`src/rtl/fv_si_sequencer.sv`:
```
// SI formal-flow cycle sequencer: free-running counter, launch/enable decodes, retire tracking.
// Optional macro FV_SI_RETIRE_TIMEOUT_EN adds a TIMEOUT state bounding the wait for retirement.
`timescale 1ns/1ps
module fv_si_sequencer #(
  parameter int CNT_WIDTH      = 10,
  parameter int CAPTURE_CYCLE  = 20,
  parameter int FE_PIPE_DELAY  = 2,
  parameter int RETIRE_TIMEOUT = 64
) (
  input  logic                 clk,
  input  logic                 reset_,
  input  logic                 retire_valid,
  output logic [CNT_WIDTH-1:0] clock_counter,
  output logic                 si_launch,
  output logic                 si_launch_d,
  output logic                 si_en,
  output logic                 force_nop,
  output logic                 si_check,
  output logic [CNT_WIDTH-1:0] retire_latency,
  output logic                 si_done,
  output logic                 si_timeout,
  output logic                 si_early_retire
);

  localparam logic [CNT_WIDTH-1:0] CNT_MAX   = '1;
  localparam logic [CNT_WIDTH-1:0] LAUNCH_AT = CNT_WIDTH'(CAPTURE_CYCLE);
  localparam logic [CNT_WIDTH-1:0] EN_AT     = CNT_WIDTH'(CAPTURE_CYCLE - FE_PIPE_DELAY);

  // A launch slot the counter can never reach would silently disable the whole check.
  if (CAPTURE_CYCLE < 0 || CAPTURE_CYCLE >= (1 << CNT_WIDTH)) begin : g_bad_capture
    $error("fv_si_sequencer: CAPTURE_CYCLE out of counter range");
  end
  if (FE_PIPE_DELAY < 0 || FE_PIPE_DELAY > CAPTURE_CYCLE) begin : g_bad_fe_delay
    $error("fv_si_sequencer: FE_PIPE_DELAY must be within 0..CAPTURE_CYCLE");
  end
  if (RETIRE_TIMEOUT < 1) begin : g_bad_timeout
    $error("fv_si_sequencer: RETIRE_TIMEOUT must be positive");
  end

  typedef enum logic [1:0] {
    S_ARMED,
    S_WAIT,
    S_DONE
`ifdef FV_SI_RETIRE_TIMEOUT_EN
    , S_TIMEOUT
`endif
  } state_t;

  state_t               state_q, state_d;
  logic [CNT_WIDTH-1:0] cnt_q, cnt_d;
  logic [CNT_WIDTH-1:0] lat_q, lat_d;
  logic [CNT_WIDTH-1:0] ret_lat_q, ret_lat_d;
  logic                 launch_dly_q, launch_dly_d;
  logic                 en_seen_q, en_seen_d;
  logic                 done_q, done_d;
  logic                 early_q, early_d;
  logic                 early_set;
  logic                 tmo_set;

  always_comb begin
    cnt_d        = (cnt_q == CNT_MAX) ? cnt_q : cnt_q + 1'b1;
    si_launch    = (cnt_q == LAUNCH_AT);
    si_en        = (cnt_q == EN_AT);
    force_nop    = !si_launch;
    launch_dly_d = si_launch;
    en_seen_d    = en_seen_q | si_en;
  end

`ifdef FV_SI_RETIRE_TIMEOUT_EN
  localparam logic [CNT_WIDTH-1:0] TMO_AT = CNT_WIDTH'(RETIRE_TIMEOUT);
  if (RETIRE_TIMEOUT >= (1 << CNT_WIDTH)) begin : g_bad_tmo_range
    $error("fv_si_sequencer: RETIRE_TIMEOUT exceeds latency counter range");
  end
`endif

  always_comb begin
    state_d   = state_q;
    lat_d     = lat_q;
    ret_lat_d = ret_lat_q;
    si_check  = 1'b0;
    early_set = 1'b0;
    tmo_set   = 1'b0;
    case (state_q)
      S_ARMED: begin
        // Boot-time NOP retirements before si_en are expected and not flagged.
        early_set = retire_valid && (si_en || en_seen_q);
        if (si_launch) begin
          state_d = S_WAIT;
          lat_d   = CNT_WIDTH'(1);
        end
      end
      S_WAIT: begin
        if (retire_valid) begin
          si_check  = 1'b1;
          ret_lat_d = lat_q;
          state_d   = S_DONE;
        end
`ifdef FV_SI_RETIRE_TIMEOUT_EN
        else if (lat_q == TMO_AT) begin
          tmo_set = 1'b1;
          state_d = S_TIMEOUT;
        end
`endif
        else begin
          lat_d = (lat_q == CNT_MAX) ? lat_q : lat_q + 1'b1;
        end
      end
      default: ;
    endcase
  end

  // Latency is visible in the check cycle itself and held afterwards.
  always_comb begin
    retire_latency  = si_check ? lat_q : ret_lat_q;
    si_done         = done_q | si_check;
    si_early_retire = early_q | early_set;
    done_d          = si_done;
    early_d         = si_early_retire;
  end

  always_ff @(posedge clk or negedge reset_) begin
    if (!reset_) begin
      state_q      <= S_ARMED;
      cnt_q        <= '0;
      lat_q        <= '0;
      ret_lat_q    <= '0;
      launch_dly_q <= 1'b0;
      en_seen_q    <= 1'b0;
      done_q       <= 1'b0;
      early_q      <= 1'b0;
    end else begin
      state_q      <= state_d;
      cnt_q        <= cnt_d;
      lat_q        <= lat_d;
      ret_lat_q    <= ret_lat_d;
      launch_dly_q <= launch_dly_d;
      en_seen_q    <= en_seen_d;
      done_q       <= done_d;
      early_q      <= early_d;
    end
  end

`ifdef FV_SI_RETIRE_TIMEOUT_EN
  logic timeout_q, timeout_d;
  always_comb begin
    si_timeout = timeout_q | tmo_set;
    timeout_d  = si_timeout;
  end
  always_ff @(posedge clk or negedge reset_) begin
    if (!reset_) timeout_q <= 1'b0;
    else         timeout_q <= timeout_d;
  end
`else
  logic unused_tmo;
  always_comb begin
    si_timeout = 1'b0;
    unused_tmo = tmo_set;
  end
`endif

  assign clock_counter = cnt_q;
  assign si_launch_d   = launch_dly_q;

endmodule

```
`config.mk`:
```
export PLATFORM = sky130hd
export DESIGN_NAME = fv_si_sequencer
export DESIGN_NICKNAME = d
export VERILOG_FILES = /design/src/rtl/fv_si_sequencer.sv
export SDC_FILE = /design/constraint.sdc
export NUM_CORES = 1
export LEC_CHECK = 0
export ABC_AREA = 0
export BUFFER_PORTS_ARGS = -buffer_cell sky130_fd_sc_hd__buf_2
export CAP_MARGIN = 25
export CORE_MARGIN = 2
export CORE_UTILIZATION = 54
export DETAILED_ROUTE_END_ITERATION = 12
export PLACE_DENSITY_LB_ADDON = 0.2
export SLEW_MARGIN = 20
export SYNTH_ARGS = -nofsm -noshare
export SYNTH_HDL_FRONTEND = slang
export SYNTH_SLANG_ARGS = --single-unit
```
`constraint.sdc`:
```
create_clock -name clk -period 1.9 [get_ports clk]
set_clock_uncertainty 0.05 [all_clocks]
set_input_delay 0.38 -clock clk [delete_from_list [all_inputs] [get_ports clk]]
set_output_delay 0.38 -clock clk [all_outputs]
set_load 0.005 [all_outputs]
```
# After elaboration in Yosys (flattened, before gate mapping)
# Index checks and enable logic that the tools add are counted.
# op_classes
addsub	2
n_eq_ne	9
mux	11
bitwise	3
n_reduce_logical	8
# ops
cell	count
two-way mux 10 bit	4
adder 10 x 1 -> 10 bit (second input constant)	2
equality test 10 bit (second input constant)	2
equality test 10 x 5 -> 1 bit (second input constant)	2
case mux 10 bit (2 select lines)	1
inequality test 2 bit (second input constant)	4
two-way mux 2 bit	2
case mux 2 bit (2 select lines)	1
AND reduction 4 bit	1
two-way mux 1 bit	3
OR 1 bit	3
AND reduction 3 bit	1
equality test 2 x 1 -> 1 bit (second input constant)	1
zero test 2 bit	1
AND reduction 2 bit	1
nonzero test 2 bit	1
logical AND 1 bit	1
zero test 1 bit	1
logical OR 1 bit	1
# word_totals
reg_bits	36
in_bits	3
output_inout_bits	28
word_cells	41

# Depth between registers and ports, before layout
# depth
word_depth	5
mapped_depth	6
depth_no_buf	6

# Least setup slack after synthesis
# OpenSTA, ideal clock, no wires.
# synth_timing
kind	register -> output
from	reg state_q[1]
to	out retire_latency[5]
arrival_time_ns	1.310
required_ns	1.470
slack_ns	0.160
path_stages_with_launch	5
path_buffers	1
path_cell_list	dfrtp_1 and2b_1 nand2_1 buf_4 mux2_2
# synth_between
elab_chain_cells	3
# synth_rtl
element	line_no	source
start: declaration	49	state_t state_q, state_d;
start signal: assignment	132	state_q <= state_d;
equality test 2 x 1 -> 1 bit	83	case (state_q)
two-way mux 1 bit	83	
two-way mux 10 bit	114	retire_latency = si_check ? lat_q : ret_lat_q;
end: declaration	19	output logic [CNT_WIDTH-1:0] retire_latency,
# Every way passes these cells.

# Worst setup path after layout
# layout_timing
from	reg cnt_q[7], in the netlist clock_counter[7]
to	out si_early_retire
# layout_between
elab_chain_cells	5
# layout_rtl
element	line_no	source
start: declaration	50	logic [CNT_WIDTH-1:0] cnt_q, cnt_d;
start signal: assignment	133	cnt_q <= cnt_d;
equality test 10 x 5 -> 1 bit	63	si_en = (cnt_q == EN_AT);
logical OR 1 bit	86	early_set = retire_valid && (si_en || en_seen_q);
logical AND 1 bit	86	
two-way mux 1 bit	83	
OR 1 bit	116	si_early_retire = early_q | early_set;
end: declaration	22	output logic si_early_retire
# Every way passes these cells.

==> run metrics <==
sequential-to-total area share from yosys stat=0.534; status=finished with violations; CTS clk-pin slew, worst paths=0.11 ns; combinational fraction of design power=0.180; Root Buffer=clkbuf_4; Peak VDD IR=0.600 mV; diode count=0; Post-Layout Cell Count=244; most common flop cell mapped by yosys=dfrtp_1; area growth from synthesis to layout=36.5%; clock power share=0.272; fin. max-slew vios=0; Worst setup EP type=output port; initial antenna violation count=0; Final Util=0.768; CTS tree=built; PD cells=707 nW/µm²; failing checks=setup timing; Core Footprint=3000 µm²; placed cell area=1960 µm²; HPWL Detailed=2550 µm; PnR Total Power=1.63 mW; Setup Viol. Count Final=14; gr busiest metal=met2; Max FO, Critical Path=2; Rows=20; Overflow after GRT=0; Hold Fails Final Rpt=0; dominant cell type by area after synthesis=dfrtp_1; CP max stage delay=0.40 ns; largest net degree at the start of global routing=37; met3 Usage GRT=0.0628; Net Sw Frac=0.268; Static Leakage=1.15 nW; # DRC=0; Die Y=59.9 µm; final worst slack=-0.299 ns; Worst EP arrival=1.77 ns; CP Buf/Inv Count=1; IO buf count=29; FFs w/ async S/R, synth=1.00; Yosys warning count=0; most frequent cell after synthesis=dfrtp_1; worst path required time=1.47 ns; syn_area_per_cell=11.3 µm²; Initial Util=0.562; Syn Nets=157; Initial DRC Count=53; unrepaired setup endpoints after global routing=yes; CTS Buffer Depth=2; layout cell share with drive strength beyond 1=0.450; synth cell count leaders=dfrtp_1, nand2_1, a21oi_1, mux2_2, nor2_1; max frequency=455 MHz; placed cell count=223; Synth cell types=43; Final ANT Viol Nets=0; vias in the first global route=1386; Post-synth EDFFs=0; Int Pwr=1.19 mW; delay-heaviest family, CP=simple AND/OR/NAND/NOR gates; nets@finish=217; vias per cell=5.77; crit start category=flop; first-pass GRT wire length=6240 µm; met2 GRT Util=0.405; top cell type's share of synthesized area=0.534; Reg2Reg Depth=7; sequential share of power=0.548; Routed Wire Length=3940 µm; Hold Slack=0.00293 ns; H-tree Lvls=2; CTS Sinks=36; I/O pin count=31; Yosys reg bits=36; Die X=59.9 µm; Cell Chain, Critical Path=nor4_2 > and4b_1 > or2_1 > a31o_2 > buf_2; Design Area, Final=2300 µm²; CP Class=flop to output port; met1 GRT Util=0.280; CTS Buf Count=5; Hold-fix buffers, CTS=0; GRT Util Overall=0.238; via count=1408; clock insertion delay at the later pin of the skew report=0.35 ns; Setup Slack @ Placement=0.0640 ns; Critical Path Stages=5; die area=3590 µm²; Post-Syn Instances=150; DRT Pass-1 Iters=4; Crit-path slowest cell=dfrtp_1; setup TNS=-1.76 ns; fin crit share=1.16; wire per inst=16.1 µm; synth top area cells=dfrtp_1, mux2_2, ha_1; switching pwr=0.437 mW; GPL Wtd Cong=0.779; min cycle time layout=2.20 ns; max cap viols=0; HP Class=input port to asynchronous set/reset pin; post-synthesis cell area=1690 µm²
## worst paths after layout
check / slack, ns / start / to
min in group clk: 0.36 / retire_valid / lat_q[9]$_DFFE_PN0P_
max reg2reg: 0.13 / clock_counter[0]$_DFFE_PN0P_ / clock_counter[5]$_DFFE_PN0P_
max in group asynchronous: 1.48 / reset_ / clock_counter[5]$_DFFE_PN0P_
min: 0.003 / reset_ / ret_lat_q[5]$_DFFE_PN0P_
min reg2reg: 0.44 / done_q$_DFF_PN0_ / done_q$_DFF_PN0_
max: -0.30 / clock_counter[7]$_DFFE_PN0P_ / si_early_retire
## layout make-up
class	instances	area [µm²]
flip-flops and latches	36	901
multi-input cells	105	835
fillers	192	698
repair buffers	56	444
clock buffers	8	58.8
well taps	33	41.3
inverters	6	25.0
## flip-flops by register name, indices dropped and copies added, names as in the netlist
| signal | cells |
|---|---|
| clock_counter | 10 |
| lat_q | 10 |
| ret_lat_q | 10 |
| state_q | 2 |
| done_q | 1 |
| early_q | 1 |
| en_seen_q | 1 |
| si_launch_d | 1 |
## routing by layer
metal,part of all wire,vias up,wire (µm)
met2,0.52,39,2070
met3,0.039,10,154
met5,0,-,0
li1,-,657,-
met1,0.41,702,1620
met4,0.026,0,101
## worst reg2reg max path, stage by stage (launching register included)
cell	delay, ns
dfrtp_1	0.41
buf_4	0.14
buf_4	0.13
ha_1	0.23
and4_1	0.24
nand4_2	0.22
nand2_1	0.11
xnor2_1	0.13
## what timing repair did
item / CTS / global route
setup endpoints to repair: 13 / 18
setup buffers: 9 / 6
pin swaps: 3 / 3
resized for setup: 33 / 12
## power groups by stage
stage	clock [mW]	combinational [mW]	sequential, mW
3_5_place_dp	0	0.206	0.906
3_3_place_gp	0	0.197	0.901
4_1_cts	0.450	0.289	0.891
6_report	0.443	0.293	0.893
5_1_grt	0.492	0.317	0.898
2_1_floorplan	0	0.125	0.893
## cell usage in the layout, fill, tap and decap left out, drive strengths merged, types with 5 or more instances in the layout
cell type / instances
buf: 56
nor2: 7
mux2: 9
xnor2: 5
nand3: 7
o21ai: 6
dfrtp: 36
nand2: 14
clkbuf: 8
a21oi: 9
a31oi: 5
inv: 6
## kinds of logic (layout without fill, tap and decap cells)
group,Yosys count,after routing,share of synthesized area
adder cells (fa/ha/maj),4,4,0.0297
other,1,1,0.00222
multiplexers,11,11,0.0719
AO/OA/AOI/OAI,31,31,0.122
AND/OR/NAND/NOR,53,53,0.189
flip-flops,36,36,0.534
buffers and inverters,9,70,0.0252
XOR/XNOR,5,5,0.0259
No activity file was read; power rests on OpenSTA's default activity.
